**src/rtl/aes_ct_serializer.sv**
```systemverilog
// aes_ct_serializer
// Output stage of the unrolled AES-128 encryption pipeline. A shift register
// tracks which core pipeline slots carry real blocks. Each valid ciphertext is
// captured into a small FIFO and streamed out as four 32-bit words,
// most-significant word first, over a valid/ready handshake. Because the core
// cannot stall, launches are gated by credits so a capture always finds a free
// FIFO entry.
//
// Ports:
//   clk          - single clock, rising edge
//   reset        - asynchronous, active-high; clears all state
//   launch_valid - upstream presents a new plaintext/key to the core
//   launch_ready - a credit is available (launch accepted when both high)
//   core_ct      - registered 128-bit ciphertext from the core
//   out_data     - current ciphertext word (0 when out_valid is low)
//   out_valid    - out_data is valid
//   out_ready    - downstream accepts the word
//   out_last     - marks the 4th word of a block
//   fifo_count   - number of stored blocks
//   err_drop     - sticky flag: launch_valid seen while launch_ready was low
module aes_ct_serializer #(
  parameter int unsigned LATENCY = 12,
  parameter int unsigned DEPTH   = 4
) (
  input  logic                     clk,
  input  logic                     reset,
  input  logic                     launch_valid,
  output logic                     launch_ready,
  input  logic [127:0]             core_ct,
  output logic [31:0]              out_data,
  output logic                     out_valid,
  input  logic                     out_ready,
  output logic                     out_last,
  output logic [$clog2(DEPTH):0]   fifo_count,
  output logic                     err_drop
);

  localparam int unsigned PW = $clog2(DEPTH);
  localparam int unsigned CW = PW + 1;

  logic [LATENCY-1:0] track;
  logic [CW-1:0]      used;
  logic [PW-1:0]      wr_ptr;
  logic [PW-1:0]      rd_ptr;
  logic [1:0]         wc;
  logic [127:0]       mem [DEPTH];
  logic [127:0]       head;

  logic accept;
  logic capture;
  logic word_hs;
  logic pop;

  // Credits cover both in-flight launches and stored blocks, so a capture
  // can never hit a full FIFO.
  assign launch_ready = (used < CW'(DEPTH));
  assign accept       = launch_valid && launch_ready;
  assign capture      = track[LATENCY-1];

  assign out_valid = (fifo_count != '0);
  assign out_last  = out_valid && (wc == 2'd3);
  assign word_hs   = out_valid && out_ready;
  assign pop       = word_hs && (wc == 2'd3);
  assign head      = mem[rd_ptr];

  always_comb begin
    out_data = '0;
    if (out_valid) begin
      case (wc)
        2'd0:    out_data = head[127:96];
        2'd1:    out_data = head[95:64];
        2'd2:    out_data = head[63:32];
        default: out_data = head[31:0];
      endcase
    end
  end

  // Shift-and-or form keeps LATENCY == 1 legal (no empty slice).
  always_ff @(posedge clk or posedge reset) begin
    if (reset) begin
      track <= '0;
    end else begin
      track <= (track << 1) | LATENCY'(accept);
    end
  end

  always_ff @(posedge clk or posedge reset) begin
    if (reset) begin
      used <= '0;
    end else begin
      case ({accept, pop})
        2'b10:   used <= used + CW'(1);
        2'b01:   used <= used - CW'(1);
        default: used <= used;
      endcase
    end
  end

  always_ff @(posedge clk or posedge reset) begin
    if (reset) begin
      fifo_count <= '0;
      wr_ptr     <= '0;
      rd_ptr     <= '0;
    end else begin
      case ({capture, pop})
        2'b10:   fifo_count <= fifo_count + CW'(1);
        2'b01:   fifo_count <= fifo_count - CW'(1);
        default: fifo_count <= fifo_count;
      endcase
      if (capture) begin
        wr_ptr <= wr_ptr + PW'(1);
      end
      if (pop) begin
        rd_ptr <= rd_ptr + PW'(1);
      end
    end
  end

  // Storage is not reset; out_data is masked by out_valid instead.
  always_ff @(posedge clk) begin
    if (capture) begin
      mem[wr_ptr] <= core_ct;
    end
  end

  always_ff @(posedge clk or posedge reset) begin
    if (reset) begin
      wc <= '0;
    end else if (word_hs) begin
      wc <= wc + 2'd1;
    end
  end

  always_ff @(posedge clk or posedge reset) begin
    if (reset) begin
      err_drop <= 1'b0;
    end else if (launch_valid && !launch_ready) begin
      err_drop <= 1'b1;
    end
  end

endmodule
```
**config.mk**
```make
export PLATFORM = sky130hd
export DESIGN_NAME = aes_ct_serializer
export DESIGN_NICKNAME = d
export VERILOG_FILES = /design/src/rtl/aes_ct_serializer.sv
export SDC_FILE = /design/constraint.sdc
export NUM_CORES = 1
export LEC_CHECK = 0
export CORE_MARGIN = 8
export CORE_UTILIZATION = 50
export CTS_CLUSTER_DIAMETER = 40
export CTS_CLUSTER_SIZE = 25
export DETAILED_ROUTE_END_ITERATION = 16
export PLACE_DENSITY_LB_ADDON = 0.08
export SYNTH_ARGS = -nofsm -noshare
export SYNTH_HDL_FRONTEND = slang
export SYNTH_SLANG_ARGS = --single-unit
```
**constraint.sdc**
```tcl
create_clock -name clk -period 4.7 [get_ports clk]
set_input_delay 1.41 -clock clk [delete_from_list [all_inputs] [get_ports clk]]
set_output_delay 1.41 -clock clk [all_outputs]
set_load 0.005 [all_outputs]
```
; ---- Word level (Yosys, flattened, before mapping)
; Memory sizes are Yosys's and may differ from the RTL's.
; Cells that the tools add are included.
[classes]
addsub = 7
multipliers = 0
div = 0
magnitude_cmp = 1
n_eq_ne = 7
n_shift = 0
muxes = 6
n_bitwise = 1
reduce_logical = 10
[ops]
columns = cell, n
row1 = $pmux W32 S3, 1
row2 = $mux W32, 1
row3 = $or A12 B1 Y12, 1
row4 = $pmux W3 S2, 2
row5 = $eq A2 B2 Y1 const B, 4
row6 = $add A2 B1 Y2 const B, 3
row7 = $add A3 B1 Y3 const B, 2
row8 = $eq A2 B1 Y1 const B, 3
row9 = $sub A3 B1 Y3 const B, 2
row10 = $logic_and A1 B1 Y1, 5
row11 = $reduce_bool A2 Y1, 2
row12 = $lt A3 B3 Y1 const B, 1
row13 = $reduce_bool A3 Y1, 1
row14 = $logic_not A2 Y1, 1
row15 = $mux W1, 2
row16 = $logic_not A1 Y1, 1
[totals]
reg_bits = 25
latch_bits = 0
mem_bits_rw = 512
mem_bits_ro = 0
input_bits = 132
output_inout_bits = 39
mem_count = 1
[memory_table]
columns = memory, words, word_bits, read_ports, rd_ports_with_merged_regs, write_ports, line_no
row1 = mem, 4, 128, 1, 0, 1, 46  ; logic [127:0] mem [DEPTH];

; ---- Logic depth before layout (Yosys ltp)
[logic_depth]
ltp_word = 5
mapped_depth = 9

; ---- Least setup slack after synthesis
; Ideal clock, no wire load.
[synth_timing]
path_kind = register to register
startpoint = register wr_ptr[0]
endpoint = memory mem[0][0], enable pin
t_arrival_ps = 3558
slack_ps = 640
path_stages_with_launch = 4
path_buffers = 0
path_cell_list = dfrtp_1 inv_1 ha_1 and2_1
[synth_rtl]
columns = item, line_no
row1 = "start, declared", 43  ; logic [PW-1:0] wr_ptr;
row2 = "start signal, assigned", 111  ; wr_ptr <= wr_ptr + PW'(1);
row3 = "end, declared", 46
; Straight into the memory's write port.

; ---- Worst setup path after layout
[layout_timing]
startpoint = register rd_ptr[1]
endpoint = output port out_data[31]
[layout_via]
elab_chain_cells = 3
[layout_rtl]
columns = item, line_no
row1 = "start, declared", 44  ; logic [PW-1:0] rd_ptr;
row2 = "start signal, assigned", 114  ; rd_ptr <= rd_ptr + PW'(1);
row3 = $mem_v2 Z4 W128, -
row4 = $pmux W32 S3, 69  ; case (wc)
row5 = $mux W32, 68  ; if (out_valid) begin
row6 = "end, declared", 30  ; output logic [31:0] out_data,
; Every way passes these cells.

==> report_table.html <==
<table>
<tr><th>Metric</th><th>Value</th></tr>
<tr><th colspan="2">Run status</th></tr>
<tr><td>Result of the run</td><td>completed</td></tr>
<tr><th colspan="2">Critical path</th></tr>
<tr><td>Crit Path Class</td><td>flop to output pin</td></tr>
<tr><td>Slowest cell delay on critical path</td><td>~640 ps</td></tr>
<tr><td>Buffer and inverter count on the worst path</td><td>2</td></tr>
<tr><td>Worst Setup End Kind</td><td>output pin</td></tr>
<tr><td>Cell family with the largest share of critical-path delay</td><td>buffers and inverters</td></tr>
<tr><td>Ordered cell list for the critical path</td><td>buf_12, mux2i_1, o22ai_1, a2111oi_1, a21oi_1, clkdlybuf4s50_1</td></tr>
<tr><td>Arrival time at the worst endpoint</td><td>3150 ps</td></tr>
<tr><td>Max Fanout on Critical Path</td><td>78</td></tr>
<tr><td>Launching element type of the critical path</td><td>flop</td></tr>
<tr><td>Required time reported for the critical path endpoint</td><td>3290 ps</td></tr>
<tr><td>Slowest-stage cell, CP</td><td>sky130_fd_sc_hd__dfrtp_4</td></tr>
<tr><th colspan="2">GRT</th></tr>
<tr><td>Largest net degree at the start of global routing</td><td>129</td></tr>
<tr><td>First-pass GRT wire length</td><td>70370 um</td></tr>
<tr><td>GRT Total Usage</td><td>0.1938</td></tr>
<tr><td>Initial antenna violation count</td><td>8</td></tr>
<tr><td>Vias in the first global route</td><td>11500</td></tr>
<tr><td>Total global routing overflow</td><td>0</td></tr>
<tr><th colspan="2">Finish</th></tr>
<tr><td>Area delta synth-&gt;final</td><td>22.26%</td></tr>
<tr><td>Most frequent standard cell in the layout excluding fill and tap cells</td><td>sky130_fd_sc_hd__edfxtp_1</td></tr>
<tr><td>Nets</td><td>between 1000 and 1500</td></tr>
<tr><td>Util after Layout</td><td>0.6139</td></tr>
<tr><td>Most frequent cells in the layout</td><td>sky130_fd_sc_hd__edfxtp_1 (512), sky130_fd_sc_hd__clkdlybuf4s50_1 (170), sky130_fd_sc_hd__mux2i_1 (155)</td></tr>
<tr><td>Fraction of final layout cells with drive strength greater than 1</td><td>0.1555</td></tr>
<tr><th colspan="2">Placement</th></tr>
<tr><td>Routability Congestion</td><td>roughly 0.7</td></tr>
<tr><td># port buffers</td><td>170</td></tr>
<tr><td>Placed wire-length estimate after detailed placement</td><td>between 20000 and 30000 um</td></tr>
<tr><th colspan="2">Timing</th></tr>
<tr><td>Post-layout minimum cycle time</td><td>around 4600 ps</td></tr>
<tr><td>Final setup viols</td><td>0</td></tr>
<tr><td>Fin Setup TNS</td><td>0 ps</td></tr>
<tr><td>Hold Fails Final Rpt</td><td>0</td></tr>
<tr><td>Setup repair after global routing missed its margin</td><td>no</td></tr>
<tr><td>Slew margin rel.</td><td>0.3266</td></tr>
<tr><td>Highest achievable clock rate</td><td>approximately 0.22 GHz</td></tr>
<tr><td>Pin slew with the least headroom to its limit</td><td>a little over 1000 ps</td></tr>
<tr><td>Final worst clock skew</td><td>12.13 ps</td></tr>
<tr><td>Slew Viols, Final</td><td>0</td></tr>
<tr><td>Final period util</td><td>0.9693</td></tr>
<tr><th colspan="2">Clock network</th></tr>
<tr><td>Count of buffers added by post-CTS timing repair for setup</td><td>0</td></tr>
<tr><td>Root Driver</td><td>sky130_fd_sc_hd__clkbuf_16</td></tr>
<tr><td>Inserted Clock Buffers</td><td>70</td></tr>
<tr><td>Total clock sinks</td><td>~540</td></tr>
<tr><td>TritonCTS clock tree</td><td>yes</td></tr>
<tr><td>Clock transition at the registers of the reported paths</td><td>around 60 ps</td></tr>
<tr><td>Maximum clock insertion buffer count</td><td>3</td></tr>
<tr><td>Depth of the CTS H-tree</td><td>3</td></tr>
<tr><td>Clock latency on the worst-skew pair</td><td>roughly 580 ps</td></tr>
<tr><td>Hold-fix buffer count after cts</td><td>0</td></tr>
<tr><th colspan="2">Route</th></tr>
<tr><td>Average via count per standard cell</td><td>5.663</td></tr>
<tr><td>Average routed wire per standard cell</td><td>roughly 24 um</td></tr>
<tr><td>Met2 wire len</td><td>22780 um</td></tr>
<tr><td>Routed met1 length</td><td>approximately 20000 um</td></tr>
<tr><td>Router iterations before antenna repair</td><td>5</td></tr>
<tr><td>Detailed router's first-iteration violation count</td><td>between 700 and 800</td></tr>
<tr><td>Routed via count</td><td>roughly 11000</td></tr>
<tr><td>Number of nets with antenna violations after routing</td><td>0</td></tr>
<tr><td>Sum of met3 wire segment lengths after detailed routing</td><td>approximately 2800 um</td></tr>
<tr><td>Detailed-route wire length</td><td>46590 um</td></tr>
<tr><td>Topmost layer with routed signal wires</td><td>met5</td></tr>
<tr><td>DR DRC count</td><td>0</td></tr>
<tr><th colspan="2">Logic synthesis</th></tr>
<tr><td>Proportion of synthesized flip-flops having asynchronous set or reset</td><td>0.04655</td></tr>
<tr><td>Mean post-synth cell area</td><td>about 18 um2</td></tr>
<tr><td>Sequential area share after synthesis</td><td>0.7648</td></tr>
<tr><td>Yosys warnings</td><td>0</td></tr>
<tr><td>Distinct cell type count after synthesis</td><td>39</td></tr>
<tr><td>Number of flops mapped to enable cells by yosys</td><td>roughly 510</td></tr>
<tr><td>Top_reg_cell synth</td><td>sky130_fd_sc_hd__edfxtp_1</td></tr>
<tr><td>Netlist Area Pre-Place</td><td>between 20000 and 25000 um2</td></tr>
<tr><td>Count of state elements after synthesis</td><td>537</td></tr>
<tr><td>Instance count of the mapped netlist</td><td>about 1100</td></tr>
<tr><td>Syn_nets</td><td>roughly 1300</td></tr>
<tr><th colspan="2">Floorplan</th></tr>
<tr><td>Starting utilization of the core area</td><td>0.5021</td></tr>
<tr><td># IOs</td><td>roughly 170</td></tr>
<tr><td>Width of the die</td><td>~220 um</td></tr>
<tr><td>Total die area</td><td>48640 um2</td></tr>
<tr><td>Vertical die dimension</td><td>approximately 220 um</td></tr>
<tr><td>Std-Cell Rows</td><td>75</td></tr>
<tr><td>Floorplan core area</td><td>approximately 42000 um2</td></tr>
<tr><th colspan="2">Pwr</th></tr>
<tr><td>Max IR drop VDD</td><td>around 0.37 mV</td></tr>
<tr><td>Leakage power</td><td>between 8 and 9 nW</td></tr>
<tr><td>Power per cell area</td><td>between 600 and 700 nW/um2</td></tr>
<tr><th colspan="2">Worst hold path</th></tr>
<tr><td>Classification of the worst-slack hold path</td><td>flop to flop</td></tr>
<tr><th colspan="2">Job</th></tr>
<tr><td>Number of maximum-capacitance violations</td><td>0</td></tr>
</table>
## timing repair
item / in CTS / in global routing
resized for setup: 0 / 2
endpoints found under the setup margin: 0 / 3
hold endpoints to repair: 0 / 0
## sequential cells by signal, summed over array words and instances (netlist names)
name,cells
track,12
err_drop,1
mem,512
rd_ptr,2
wr_ptr,2
fifo_count,3
used,3
wc,2
## power by group
part | switching [mW] | internal, mW | leakage [nW]
Combinational | 2.66 | 2.17 | 2.66
Clock | 2.06 | 3.14 | 1.13
Sequential | 0.212 | 5.94 | 4.95
Total | 4.93 | 11.3 | 8.74
## worst register-to-register path, cell delays in order, from the launching register on
cell,delay [ps]
sky130_fd_sc_hd__dfrtp_1,390
sky130_fd_sc_hd__or3_2,800
sky130_fd_sc_hd__and3_1,390
sky130_fd_sc_hd__ha_1,220
sky130_fd_sc_hd__inv_1,60
sky130_fd_sc_hd__fa_1,370
sky130_fd_sc_hd__xor2_1,170
sky130_fd_sc_hd__nor2_1,110
sky130_fd_sc_hd__xor2_1,140
## metal layers
| layer | GRT usage | up-vias |
|---|---|---|
| li1 | - | 4971 |
| met1 | 0.2580 | 5655 |
| met2 | 0.3149 | 293 |
| met3 | 0.04675 | 73 |
| met4 | 0.05958 | 12 |
| met5 | 0 | - |
## final cells by class
type / instances / area (um2)
Antenna cell: 2 / 5.005
Fill cell: 3066 / 16090
Sequential cell: 537 / 16010
Tap cell: 539 / 674.4
Clock buffer: 82 / 1871
Timing Repair Buffer: 195 / 2027
Inverter: 15 / 56.30
Multi-Input combinational cell: 526 / 4476
Clock inverter: 47 / 461.7
## synth_stat cells, types with 2 or more instances
library cell	instances	area (um2)
sky130_fd_sc_hd__nand3_1	32	160.2
sky130_fd_sc_hd__mux2i_1	155	1551
sky130_fd_sc_hd__xor2_1	5	43.79
sky130_fd_sc_hd__buf_4	13	97.59
sky130_fd_sc_hd__a21oi_1	63	315.3
sky130_fd_sc_hd__dfrtp_1	25	625.6
sky130_fd_sc_hd__inv_1	15	56.30
sky130_fd_sc_hd__and2_1	5	31.28
sky130_fd_sc_hd__nand2_1	9	33.78
sky130_fd_sc_hd__buf_2	23	115.1
sky130_fd_sc_hd__buf_6	6	67.56
sky130_fd_sc_hd__fa_1	2	40.04
sky130_fd_sc_hd__nand2b_1	2	12.51
sky130_fd_sc_hd__xnor2_1	5	43.79
sky130_fd_sc_hd__o22ai_1	30	187.7
sky130_fd_sc_hd__edfxtp_1	512	15370
sky130_fd_sc_hd__a2111oi_2	29	435.4
sky130_fd_sc_hd__o21ai_0	67	335.3
sky130_fd_sc_hd__mux4_2	34	765.7
sky130_fd_sc_hd__clkbuf_1	19	71.32
sky130_fd_sc_hd__nor2_1	63	236.5
sky130_fd_sc_hd__ha_1	11	137.6
sky130_fd_sc_hd__buf_8	3	45.04
## final timing paths
check	end	cells after the start	slack (ps)	startpoint
min reg2reg	track[5]$_DFF_PP0_	0	340	track[4]$_DFF_PP0_
min in group asynchronous	track[7]$_DFF_PP0_	2	1370	reset
max reg2reg	fifo_count[2]$_DFFE_PP0P_	8	1990	fifo_count[0]$_DFFE_PP0P_
max	out_data[31]	6	140	rd_ptr[1]$_DFFE_PP0P_
max in group asynchronous	rd_ptr[0]$_DFFE_PP0P_	2	2630	reset
min	track[5]$_DFF_PP0_	0	340	track[4]$_DFF_PP0_
## stage by stage
step | hold slack (ps) | total power [mW] | area (um2) | cells | setup slack [ps]
floorplan | 331.2 | 9.287 | 20920 | 1144 | 639.8
global route | 347.5 | 16.95 | 25580 | 1942 | 3.121
detailed placement | 336.3 | 11.17 | 23230 | 1812 | 688.1
global placement | 334.3 | 11.14 | 23230 | 1812 | 700.2
CTS | 349.5 | 16.41 | 25570 | 1941 | 76.94
finish | 344.7 | 16.18 | 25580 | 1943 | 144.1
## cell families after synthesis
family | Yosys count | synth area share
AO/OA/AOI/OAI | 196 | 0.06363
XOR/XNOR | 10 | 0.004186
adder cells (fa/ha/maj) | 13 | 0.008492
buffers and inverters | 81 | 0.02296
flip-flops | 537 | 0.7648
multiplexers | 190 | 0.1113
AND/OR/NAND/NOR | 117 | 0.02464
(Power assumes the default switching activity.)
